`src/rtl/pin_chain_pkg.sv`:
```
// Shared types and constants for the pico-ice pin-chain self-test sequencer:
// FSM state encoding, LFSR parameters, LED colours and the walking-vector rule.
package pin_chain_pkg;

    typedef enum logic [2:0] {
        IDLE        = 3'd0,
        SETTLE      = 3'd1,
        CHECK       = 3'd2,
        LFSR_SETTLE = 3'd3,
        LFSR_CHECK  = 3'd4,
        DONE        = 3'd5
    } seq_state_e;

    // 16-bit Fibonacci LFSR, taps 16,14,13,11 expressed as bit positions 15,13,12,10.
    localparam int          LFSR_W       = 16;
    localparam logic [15:0] LFSR_SEED    = 16'hACE1;
    localparam logic [15:0] LFSR_TAPS    = 16'hB400;
    localparam int          LFSR_VECTORS = 32;

    localparam logic [2:0] LED_OFF   = 3'b000;
    localparam logic [2:0] LED_BLUE  = 3'b001;
    localparam logic [2:0] LED_GREEN = 3'b010;
    localparam logic [2:0] LED_RED   = 3'b100;
    localparam logic [2:0] LED_WHITE = 3'b111;

    localparam int MAX_CHAINS = 32;

    // Step k*2 drives a single 0 on chain k, step k*2+1 a single 1 on chain k.
    function automatic logic [MAX_CHAINS-1:0] walk_vec(input int step, input int n_chains);
        logic [MAX_CHAINS-1:0] vec;
        logic                  lvl;
        lvl = (step % 2) == 1;
        vec = '0;
        for (int i = 0; i < MAX_CHAINS; i++) begin
            if (i < n_chains) begin
                vec[i] = (i == step / 2) ? lvl : ~lvl;
            end
        end
        return vec;
    endfunction

    function automatic logic [2:0] idle_led(input logic pass, input logic any_fail);
        logic [2:0] led;
        if (pass) begin
            led = LED_GREEN;
        end else if (any_fail) begin
            led = LED_RED;
        end else begin
            led = LED_OFF;
        end
        return led;
    endfunction

endpackage

```
`src/rtl/pin_chain_sequencer_pin_sync.sv`:
```
// Two-flop synchronizer for the asynchronous chain return pins; both stages
// reset to zero.
module pin_sync #(
    parameter int WIDTH = 1
) (
    input  logic             clk_i,
    input  logic             rst_i,
    input  logic [WIDTH-1:0] d_i,
    output logic [WIDTH-1:0] q_o
);

    logic [WIDTH-1:0] meta_q;

    always_ff @(posedge clk_i or posedge rst_i) begin
        if (rst_i) begin
            meta_q <= '0;
            q_o    <= '0;
        end else begin
            meta_q <= d_i;
            q_o    <= meta_q;
        end
    end

endmodule

```
`src/rtl/pin_chain_sequencer.sv`:
```
// Pin-chain self-test sequencer: walking/complement vectors, settle, compare, fail mask.
// Optional pseudo-random phase is compiled in with `define PIN_CHAIN_SEQ_LFSR_EN.
module pin_chain_sequencer
    import pin_chain_pkg::*;
#(
    parameter int N_CHAINS      = 3,
    parameter int SETTLE_CYCLES = 16
) (
    input  logic                clk_i,
    input  logic                rst_i,
    input  logic                hold_i,
    input  logic                start_i,
    input  logic [N_CHAINS-1:0] chain_out_i,
    output logic [N_CHAINS-1:0] chain_in_o,
    output logic                chain_oe_o,
    output logic                busy_o,
    output logic                done_o,
    output logic                pass_o,
    output logic [N_CHAINS-1:0] fail_mask_o,
    output logic [2:0]          led_rgb_o,
    output seq_state_e          state_o
);

    localparam int STEP_W = $clog2(2 * N_CHAINS + LFSR_VECTORS);
    localparam int CNT_W  = $clog2(SETTLE_CYCLES);

    localparam logic [STEP_W-1:0] LAST_WALK   = STEP_W'(2 * N_CHAINS - 1);
    localparam logic [CNT_W-1:0]  SETTLE_LOAD = CNT_W'(SETTLE_CYCLES - 1);

    if (SETTLE_CYCLES < 3) begin : g_settle_too_short
        $error("pin_chain_sequencer: SETTLE_CYCLES must be at least 3");
    end
    if (N_CHAINS < 1 || N_CHAINS > MAX_CHAINS) begin : g_chain_count_bad
        $error("pin_chain_sequencer: N_CHAINS out of range");
    end

    seq_state_e          state_q;
    logic [STEP_W-1:0]   step_q;
    logic [CNT_W-1:0]    settle_q;
    logic [N_CHAINS-1:0] sync_out;
    logic [N_CHAINS-1:0] mask_new;
    logic [N_CHAINS-1:0] walk_first;
    logic [N_CHAINS-1:0] walk_next;

    pin_sync #(
        .WIDTH(N_CHAINS)
    ) u_sync (
        .clk_i(clk_i),
        .rst_i(rst_i),
        .d_i  (chain_out_i),
        .q_o  (sync_out)
    );

    // chain_in_o holds the vector under test through SETTLE and CHECK, so it
    // doubles as the reference for the comparison.
    always_comb begin
        mask_new   = fail_mask_o | (sync_out ^ chain_in_o);
        walk_first = N_CHAINS'(walk_vec(0, N_CHAINS));
        walk_next  = N_CHAINS'(walk_vec(int'(step_q) + 1, N_CHAINS));
    end

`ifdef PIN_CHAIN_SEQ_LFSR_EN
    localparam logic [STEP_W-1:0] LAST_LFSR = STEP_W'(2 * N_CHAINS + LFSR_VECTORS - 1);

    if (N_CHAINS > LFSR_W) begin : g_lfsr_too_narrow
        $error("pin_chain_sequencer: N_CHAINS exceeds LFSR width");
    end

    logic [LFSR_W-1:0] lfsr_q;
    logic [LFSR_W-1:0] lfsr_next;

    always_comb begin
        lfsr_next = {lfsr_q[LFSR_W-2:0], ^(lfsr_q & LFSR_TAPS)};
    end
`endif

    assign state_o = state_q;

    // Run protocol: start_i is a level seen only in IDLE; busy_o covers the
    // whole run; done_o pulses for exactly one cycle as busy_o falls, and
    // pass_o/fail_mask_o are stable from that cycle until the next start.
    // hold_i aborts from any state without a done_o pulse.
    always_ff @(posedge clk_i or posedge rst_i) begin
        if (rst_i) begin
            state_q     <= IDLE;
            step_q      <= '0;
            settle_q    <= '0;
            chain_in_o  <= '0;
            chain_oe_o  <= 1'b0;
            busy_o      <= 1'b0;
            done_o      <= 1'b0;
            pass_o      <= 1'b0;
            fail_mask_o <= '0;
            led_rgb_o   <= LED_OFF;
`ifdef PIN_CHAIN_SEQ_LFSR_EN
            lfsr_q      <= LFSR_SEED;
`endif
        end else if (hold_i) begin
            state_q    <= IDLE;
            chain_oe_o <= 1'b0;
            busy_o     <= 1'b0;
            done_o     <= 1'b0;
            pass_o     <= 1'b0;
            led_rgb_o  <= LED_WHITE;
        end else begin
            done_o <= 1'b0;
            case (state_q)
                IDLE: begin
                    if (start_i) begin
                        state_q     <= SETTLE;
                        step_q      <= '0;
                        settle_q    <= SETTLE_LOAD;
                        chain_in_o  <= walk_first;
                        chain_oe_o  <= 1'b1;
                        busy_o      <= 1'b1;
                        pass_o      <= 1'b0;
                        fail_mask_o <= '0;
                        led_rgb_o   <= LED_BLUE;
`ifdef PIN_CHAIN_SEQ_LFSR_EN
                        lfsr_q      <= LFSR_SEED;
`endif
                    end else begin
                        led_rgb_o <= idle_led(pass_o, fail_mask_o != '0);
                    end
                end

                SETTLE: begin
                    if (settle_q == '0) begin
                        state_q <= CHECK;
                    end else begin
                        settle_q <= settle_q - 1'b1;
                    end
                end

                CHECK: begin
                    fail_mask_o <= mask_new;
                    settle_q    <= SETTLE_LOAD;
                    if (step_q != LAST_WALK) begin
                        step_q     <= step_q + 1'b1;
                        chain_in_o <= walk_next;
                        state_q    <= SETTLE;
                    end else begin
`ifdef PIN_CHAIN_SEQ_LFSR_EN
                        step_q     <= step_q + 1'b1;
                        chain_in_o <= lfsr_q[N_CHAINS-1:0];
                        state_q    <= LFSR_SETTLE;
`else
                        state_q    <= DONE;
                        done_o     <= 1'b1;
                        busy_o     <= 1'b0;
                        chain_oe_o <= 1'b0;
                        pass_o     <= (mask_new == '0);
                        led_rgb_o  <= (mask_new == '0) ? LED_GREEN : LED_RED;
`endif
                    end
                end

`ifdef PIN_CHAIN_SEQ_LFSR_EN
                LFSR_SETTLE: begin
                    if (settle_q == '0) begin
                        state_q <= LFSR_CHECK;
                    end else begin
                        settle_q <= settle_q - 1'b1;
                    end
                end

                LFSR_CHECK: begin
                    fail_mask_o <= mask_new;
                    settle_q    <= SETTLE_LOAD;
                    lfsr_q      <= lfsr_next;
                    if (step_q != LAST_LFSR) begin
                        step_q     <= step_q + 1'b1;
                        chain_in_o <= lfsr_next[N_CHAINS-1:0];
                        state_q    <= LFSR_SETTLE;
                    end else begin
                        state_q    <= DONE;
                        done_o     <= 1'b1;
                        busy_o     <= 1'b0;
                        chain_oe_o <= 1'b0;
                        pass_o     <= (mask_new == '0);
                        led_rgb_o  <= (mask_new == '0) ? LED_GREEN : LED_RED;
                    end
                end
`endif

                DONE: begin
                    state_q <= IDLE;
                end

                default: begin
                    state_q    <= IDLE;
                    busy_o     <= 1'b0;
                    chain_oe_o <= 1'b0;
                end
            endcase
        end
    end

endmodule
```
`config.mk`:
```
export PLATFORM = sky130hd
export DESIGN_NAME = pin_chain_sequencer
export DESIGN_NICKNAME = d
export VERILOG_FILES = /design/src/rtl/pin_chain_pkg.sv /design/src/rtl/pin_chain_sequencer_pin_sync.sv /design/src/rtl/pin_chain_sequencer.sv
export SDC_FILE = /design/constraint.sdc
export NUM_CORES = 1
export LEC_CHECK = 0
export CAP_MARGIN = 20
export CORE_MARGIN = 3
export CORE_UTILIZATION = 45
export DETAILED_ROUTE_END_ITERATION = 10
export PLACE_DENSITY = 0.68
export SYNTH_ARGS = -nofsm -noshare
export SYNTH_HDL_FRONTEND = slang
export SYNTH_HIERARCHICAL = 1
export SYNTH_SLANG_ARGS = --single-unit
export TNS_END_PERCENT = 20
```
`constraint.sdc`:
```
create_clock -name clk_i -period 2.9 [get_ports clk_i]
set_clock_uncertainty 0.1 [all_clocks]
set_input_delay 0.58 -clock clk_i [delete_from_list [all_inputs] [get_ports clk_i]]
set_output_delay 0.58 -clock clk_i [all_outputs]
set_load 0.02 [all_outputs]
```
Yosys cells after proc, flatten, opt, wreduce, memory -nomap -nowiden:

Cells that the tools add are included.

* register bits after elaboration: 31
* input bits: 7
* word-level logic and storage cells: 87

* reduce and logical (&&, ||, !) cells: 16
* add/subtract/negate cells: 4
* bitwise gates (word level): 5
* multiplexer cells: 37
* equal/unequal tests: 14

Operator list (count)
* 2-to-1 mux 3 bit: 13
* == test 2 x 32 -> 1 bit, first input constant: 1
* == test 3 x 32 -> 1 bit, first input constant: 1
* zero test 32 bit: 1
* one-hot mux 3 bit (2 select lines): 3
* 2-to-1 mux 1 bit: 12
* 2-to-1 mux 6 bit: 2
* one-hot mux 4 bit (3 select lines): 1
* one-hot mux 6 bit (2 select lines): 1
* inequality test 3 bit, second input constant: 3
* one-hot mux 3 bit (3 select lines): 1
* AND reduction 3 bit: 3
* nonzero test 3 bit: 3
* 2-to-1 mux 4 bit: 2
* AND reduction 4 bit: 2
* adder 6 x 1 -> 7 bit: 1
* adder 6 x 1 -> 7 bit, second input constant: 1
* adder 6 x 1 -> 6 bit, second input constant: 1
* zero test 3 bit: 2
* inequality test 2 bit, second input constant: 3
* inequality test 6 x 3 -> 1 bit, second input constant: 1
* zero test 4 bit: 1
* AND reduction 2 bit: 2
* subtractor 4 x 1 -> 4 bit, second input constant: 1
* 13 further kinds: 14

Depth between registers and ports, before layout:

Gate-level depths: netlist of run 1.

* depth after elaboration: 7
* mapped depth: 7
* gate-level depth less buffers: 6

Cells and area by module:

Netlist of run 1, hierarchy kept.

By module, submodules not included
* pin_chain_sequencer: cells an instance 144, area each 1440.1 um2, times used 1, seq. area each 625.6 um2
* pin_sync: cells an instance 7, area each 153.9 um2, times used 1, seq. area each 150.1 um2

Worst setup path before layout of run 1:

Ideal clock, no wire load.

* path type: reg-to-reg
* start: reg step_q[0]
* end: reg chain_in_o[2]
* arrival time: 1.760 ns
* setup time: 0.127 ns
* clock period less this slack: 1.987 ns
* cell stages (with the launch flop): 6
* slack: 0.913 ns
* cells stage by stage: dfrtp_1 ha_1 or4b_2 and3_1 nor4_1 nor3_1

* longest elaborated chain between the ends: 7
* elaborated cells between the ends (all ways): 12

Ends and longest elaborated chain
* start, declared: RTL line pin_chain_sequencer.sv:38 `logic [STEP_W-1:0] step_q;`
* start signal, assigned: RTL line pin_chain_sequencer.sv:139 `step_q <= step_q + 1'b1;`
* adder 6 x 1 -> 7 bit: RTL line pin_chain_sequencer.sv:59 `walk_next = N_CHAINS'(walk_vec(int'(step_q) + 1, N_CHAINS));`
* AND 1 bit (no source line)
* adder 6 x 1 -> 7 bit (no source line) or == test 2 bit (tied branches)
* == test 3 x 32 -> 1 bit or NOT 1 bit (tied branches): RTL line pin_chain_pkg.sv:36 `vec[i] = (i == step / 2) ? lvl : ~lvl;`
* 2-to-1 mux 1 bit: RTL line pin_chain_pkg.sv:36
* 2-to-1 mux 3 bit: RTL line pin_chain_sequencer.sv:138 `if (step_q != LAST_WALK) begin`
* one-hot mux 3 bit (2 select lines): RTL line pin_chain_sequencer.sv:107 `case (state_q)`
* end signal, assigned: RTL line pin_chain_sequencer.sv:113 `chain_in_o <= walk_first;`
* end signal, assigned: RTL line pin_chain_sequencer.sv:140 `chain_in_o <= walk_next;`
* end, declared: RTL line pin_chain_sequencer.sv:14 `output logic [N_CHAINS-1:0] chain_in_o,`

Parallel ways exist; a longest one is shown, timed or not. The select of a mux whose other input is x is not followed.
A chain may end at the register's enable or synchronous reset.

Final worst setup path of run 1:

* start: reg state_q[1], in the netlist state_o[1]
* end: out state_o[1]

RTL lines
* start, declared: RTL line pin_chain_sequencer.sv:37 `seq_state_e state_q;`
* start signal, assigned: RTL line pin_chain_sequencer.sv:85 `state_q <= IDLE;`
* start signal, assigned: RTL line pin_chain_sequencer.sv:99 `state_q <= IDLE;`
* start signal, assigned: RTL line pin_chain_sequencer.sv:110 `state_q <= SETTLE;`
* end, declared: RTL line pin_chain_sequencer.sv:21 `output seq_state_e state_o`

No word-level cell between the ends.

==> flow_metrics.tcl, run 1 <==
set metrics [dict create \
    fin_cells 223 \
    clock.fmax_mhz 428 \
    drc 0 \
    p_leak_uw 0.000807 \
    end_kind "output pin" \
    initial_utilization 0.498 \
    detail_route.vias_per_cell 5.77 \
    seq_area_um2 776 \
    grt-ovfl-total 0 \
    num_rows 20 \
    drtIter0Drc 106 \
    multiInputGateArea_um2 758 \
    layout-drive-gt1-share 0.151 \
    ant_nets 0 \
    drtPass1Iterations 5 \
    cts_root_buf "clkbuf_4" \
    netlist_instances 151 \
    grt_max_degree 26 \
    p_per_area_mw_per_mm2 572 \
    numCtsBuffers 5 \
    min_path_type "reg -> reg" \
    critPathBufInv 1 \
    synthesis.area_mm2 0.00159 \
    worstMarginPinSlew_ns 0.734 \
    dp_slack_ns 0.346 \
    h-tree-depth 2 \
    port_buffers 22 \
    die_w_um 65.5 \
    ys_types 53 \
    hpwl_um 2460 \
    tns_ns 0 \
    max_cap_viol_count 0 \
    final_common_cell "dfrtp_1" \
    path_max_fanout 16 \
    clk_latency_ns 0.33 \
    max_stage_delay_ns 0.69 \
    avgSynthCellArea_um2 10.6 \
    fillers 289 \
    synthTopCellsByArea "dfrtp_1, a21oi_1, nor2_1" \
    nNetsFinal 188 \
    cts_tree "done" \
    irDropWorstVdd_mv 0.308 \
    critPathLaunchType "flop" \
    critPathArrivalTime_ns 1.66 \
    timing.final.ws_setup_ns 0.561 \
    setup_viol 0 \
    post-route-min-period_ns 2.34 \
    die_h_um 65.5 \
    cts_resized 0 \
    ys_ff_latch 31 \
    hold_viol_final 0 \
    mostFrequentLayoutCells "dfrtp_1, clkdlybuf4s50_1, nor2_1, a21oi_1" \
    cts_hold_buf 0 \
    num_vias 1287 \
    wl_per_cell_um 15.0 \
    fp.coreArea_mm2 0.00320 \
    crit_slowest_cell "clkdlybuf4s50_1" \
    slew_headroom 0.507 \
    place_inst 215 \
    cp_top_family "buffers and inverters" \
    yosysTopAreaCellShare 0.487 \
    outcome "completed" \
    rsz0062_at_grt "no" \
    yosysTopAreaCell "dfrtp_1" \
    crit_type "reg -> out" \
    gp_congestion 0.795 \
    cp_cell_sequence "clkdlybuf4s50_1" \
    yosysSeqAreaShare 0.487 \
    routed_wl_um 3350 \
    num_io_pins 23 \
    crit_required_ns 2.22 \
    cts_post_setup_buffers_inserted 0 \
    grt_pass1_wl_um 5900 \
    die_area_mm2 0.00429 \
    clk_pin_slew_ns 0.10 \
    grt_pass1_vias 1278 \
    cts.sinks 31 \
    clock_path_buffers 2 \
    antenna_found_initial 0 \
    final_max_slew_viol_count 0 \
    fin_crit_sh 0.806 \
    n_antenna_cell 0 \
    ys_warn_count 6 \
    grt_usage 0.180 \
    synthesis.nets 161 \
    areaGrowthSynthToFinish_pct 19.2 \
]
[Yosys cell counts, drive strengths merged]
library cell / count
a211o: 1
a211oi: 2
a21boi: 1
a21o: 2
a21oi: 14
a221o: 2
a22o: 4
a22oi: 1
a2bb2oi: 1
a311oi: 1
a31oi: 1
and2: 1
and2b: 1
and3: 4
and4: 2
and4b: 1
buf: 3
clkbuf: 1
dfrtp: 31
ha: 3
inv: 7
nand2: 5
nand2b: 1
nand3: 4
nand4: 1
nor2: 17
nor2b: 3
nor3: 7
nor4: 1
nor4b: 1
o211ai: 3
o21ai: 6
o221ai: 1
o2bb2ai: 1
o311a: 1
o31ai: 2
or2: 1
or3: 3
or3b: 1
or4: 1
or4b: 3
xnor2: 1
xor2: 3
[report_power, final]
| part | total [uW] | internal (uW) | switching, uW |
|---|---|---|---|
| Combinational | 307 | 146 | 160 |
| Clock | 238 | 94.3 | 143 |
| Sequential | 542 | 483 | 59.6 |
| Total | 1090 | 723 | 363 |
[layout make-up]
class | count | share of cell area
Clock buffer | 7 | 0.0237
Clock inverter | 1 | 0.00263
Inverter | 7 | 0.0138
Multi-Input combinational cell | 109 | 0.399
Sequential cell | 31 | 0.408
Tap cell | 44 | 0.0290
Timing Repair Buffer | 24 | 0.124
[path summary, 6_finish.rpt]
kind                                             from                         end  slack, ns  depth (start not counted)
min reg2reg                u_sync/meta_q[0]$_DFF_PP0_     u_sync/q_o[0]$_DFF_PP0_       0.26                          0
max reg2reg                     step_q[0]$_DFFE_PP0P_   chain_in_o[2]$_DFFE_PP0P_       0.77                          5
min                        u_sync/meta_q[0]$_DFF_PP0_     u_sync/q_o[0]$_DFF_PP0_       0.26                          0
max in group asynchronous                       rst_i       step_q[5]$_DFFE_PP0P_       1.89                          3
min in group asynchronous                       rst_i  u_sync/meta_q[0]$_DFF_PP0_       0.39                          2
max                            state_o[1]$_DFFE_PP0P_                  state_o[1]       0.56                          1
[per-stage QoR]
stage / utilization / instance area (um2) / hold WS [ns] / total power, uW
2_1_floorplan: - / 1590 / 0.231 / 740
3_3_place_gp: 0.578 / 1850 / 0.234 / 849
3_5_place_dp: 0.578 / 1850 / 0.240 / 860
4_1_cts: 0.593 / 1900 / 0.261 / 1100
5_1_grt: 0.593 / 1900 / 0.276 / 1160
6_report: 0.593 / 1900 / 0.259 / 1090
[sequential cells by signal, summed over array words and instances, names as in the netlist, 3 cells and up]
register / flops
step_q: 6
settle_q: 4
chain_in_o: 3
fail_mask_o: 3
led_rgb_o: 3
state_o: 3
u_sync/meta_q: 3
u_sync/q_o: 3
[kinds of logic (layout without fill, tap and decap cells)]
group           count (synthesis)  in the layout  share of synthesized area
buf+inv                        11             39                     0.0377
xor+xnor                        4              4                     0.0220
simple gates                   58             58                      0.224
compound gates                 44             44                      0.206
fa+ha+maj                       3              3                     0.0236
flops                          31             31                      0.487
[routing by layer]
metal	vias up	track usage	wire, um
met5	-	0	0
met4	0	0.0570	40
met3	6	0.0615	162
met2	42	0.305	1660
met1	626	0.214	1490
li1	613	-	-
Power figures use the tool's default switching activity.
==> run 2: changes to the inputs <==
--- a/config.mk
+++ b/config.mk
@@ -9,7 +9,7 @@
 export CORE_MARGIN = 3
 export CORE_UTILIZATION = 45
 export DETAILED_ROUTE_END_ITERATION = 10
-export PLACE_DENSITY = 0.68
+export PLACE_DENSITY = 0.71
 export SYNTH_ARGS = -nofsm -noshare
 export SYNTH_HDL_FRONTEND = slang
 export SYNTH_HIERARCHICAL = 1
==> constraint.sdc (replaced) <==
create_clock -name clk_i -period 2.1 [get_ports clk_i]
set_clock_uncertainty 0.1 [all_clocks]
set_input_delay 0.42 -clock clk_i [delete_from_list [all_inputs] [get_ports clk_i]]
set_output_delay 0.42 -clock clk_i [all_outputs]
set_load 0.02 [all_outputs]
==> run 2 against run 1 <==
Largest power group unchanged. Register-to-register slack worse by 0.61 ns. Critical path depth unchanged. Setup slack got worse by 0.46 ns. Flip-flop and latch count unchanged. Non-clock buffer count increased by 17. Sequential power grew 36%. Combinational power up 59%. Critical endpoint is now state_o[0].
==> flow_metrics.tcl, run 2 (synthesized netlist as in run 1, its figures left out) <==
set metrics [dict create \
    fin_cells 240 \
    hpwl_um 2760 \
    mostFrequentLayoutCells "dfrtp_1, clkdlybuf4s50_1, buf_4, nor2_1, a21oi_1" \
    hold_viol_final 0 \
    ant_nets 0 \
    port_buffers 22 \
    p_total_uw 1720 \
    cts_resized 0 \
    post-route-min-period_ns 2.00 \
    outcome "completed" \
    fin_crit_sh 0.951 \
    initial_utilization 0.498 \
    cts.sinks 31 \
    cts_post_setup_buffers_inserted 0 \
    dp_slack_ns -0.207 \
    slew_headroom 0.695 \
    top_regs "step_q (6), settle_q (4)" \
    clock.fmax_mhz 501 \
    cts_root_buf "clkbuf_4" \
    n_antenna_cell 0 \
    timing.final.ws_setup_ns 0.103 \
    critPathLaunchType "flop" \
    largest_register_ffs 6 \
    layout-drive-gt1-share 0.235 \
    crit_slowest_cell "clkdlybuf4s50_1" \
    worstMarginPinSlew_ns 0.451 \
    num_vias 1370 \
    clk_pin_slew_ns 0.10 \
    num_io_pins 23 \
    top_register "step_q" \
    routed_wl_um 3600 \
    final_util 0.645 \
    crit_required_ns 1.58 \
    drtPass1Iterations 4 \
    grt_max_degree 26 \
    p_leak_uw 0.000912 \
    cts_hold_buf 0 \
    grt_pass1_vias 1391 \
    path_max_fanout 8 \
    drc 0 \
    place_inst 232 \
    die_area_mm2 0.00429 \
    cts_tree "done" \
    num_rows 20 \
    min_path_type "in -> async" \
    h-tree-depth 2 \
    grt-ovfl-total 0 \
    cp_cell_sequence "clkdlybuf4s50_1" \
    clk_latency_ns 0.33 \
    setup_viol 0 \
    cp_top_family "buffers and inverters" \
    fp.coreArea_mm2 0.00320 \
    antenna_found_initial 0 \
    max_cap_viol_count 0 \
    areaGrowthSynthToFinish_pct 29.5 \
    grt_pass1_wl_um 6460 \
    irDropWorstVdd_mv 0.530 \
    crit_type "reg -> out" \
    critPathBufInv 1 \
    clock_path_buffers 2 \
    grt_usage 0.196 \
    numCtsBuffers 5 \
    drtIter0Drc 156 \
    die_w_um 65.5 \
    max_stage_delay_ns 0.66 \
    detail_route.vias_per_cell 5.71 \
    end_kind "output pin" \
    critPathArrivalTime_ns 1.48 \
    fillers 263 \
    final_common_cell "dfrtp_1" \
    wl_per_cell_um 15.0 \
    p_per_area_mw_per_mm2 831 \
    rsz0062_at_grt "no" \
    whs_ns 0.220 \
    final_max_slew_viol_count 0 \
    gp_congestion 0.824 \
    nNetsFinal 205 \
    die_h_um 65.5 \
]
## run 2: through the flow
step	setup TNS, ns	instance area [um2]
2_1_floorplan	0	1590
3_3_place_gp	-0.723	1980
3_5_place_dp	-1.12	1980
4_1_cts	0	2060
5_1_grt	0	2060
6_report	0	2060
## run 2: power by group
group / switching [uW] / internal [uW]
clock: 213 / 281
sequential: 67.9 / 667
combinational: 251 / 236
total: 532 / 1180
## run 2: routing by layer
layer  GRT usage  routed length (um)  up-vias
met3      0.0564                 149        9
met5           0                   0        -
met1       0.252                1560      664
met4      0.0699                  62        0
met2       0.315                1820       44
li1            -                   -      653
## run 2: area by class of cell
| type | count | area, um2 | share of cell area |
|---|---|---|---|
| clock buffer | 6 | 51.3 | 0.0248 |
| clock inverter | 2 | 35.0 | 0.0170 |
| inverter | 7 | 26.3 | 0.0127 |
| multi-input combinational | 109 | 758 | 0.367 |
| sequential | 31 | 776 | 0.376 |
| tap | 44 | 55.1 | 0.0267 |
| timing repair buffer | 41 | 363 | 0.176 |
## run 2: path summary, 6_finish.rpt
path | from | to | slack [ns] | depth (start not counted)
max in group asynchronous | rst_i | fail_mask_o[0]$_DFFE_PP0P_ | 1.28 | 3
worst max-delay path | state_o[0]$_DFFE_PP0P_ | state_o[0] | 0.10 | 1
worst min-delay path | rst_i | u_sync/q_o[1]$_DFF_PP0_ | 0.22 | 2
worst max register to register | step_q[1]$_DFFE_PP0P_ | chain_in_o[2]$_DFFE_PP0P_ | 0.16 | 5
worst min register to register | u_sync/meta_q[2]$_DFF_PP0_ | u_sync/q_o[2]$_DFF_PP0_ | 0.26 | 0
min in group clk_i | u_sync/meta_q[2]$_DFF_PP0_ | u_sync/q_o[2]$_DFF_PP0_ | 0.26 | 0
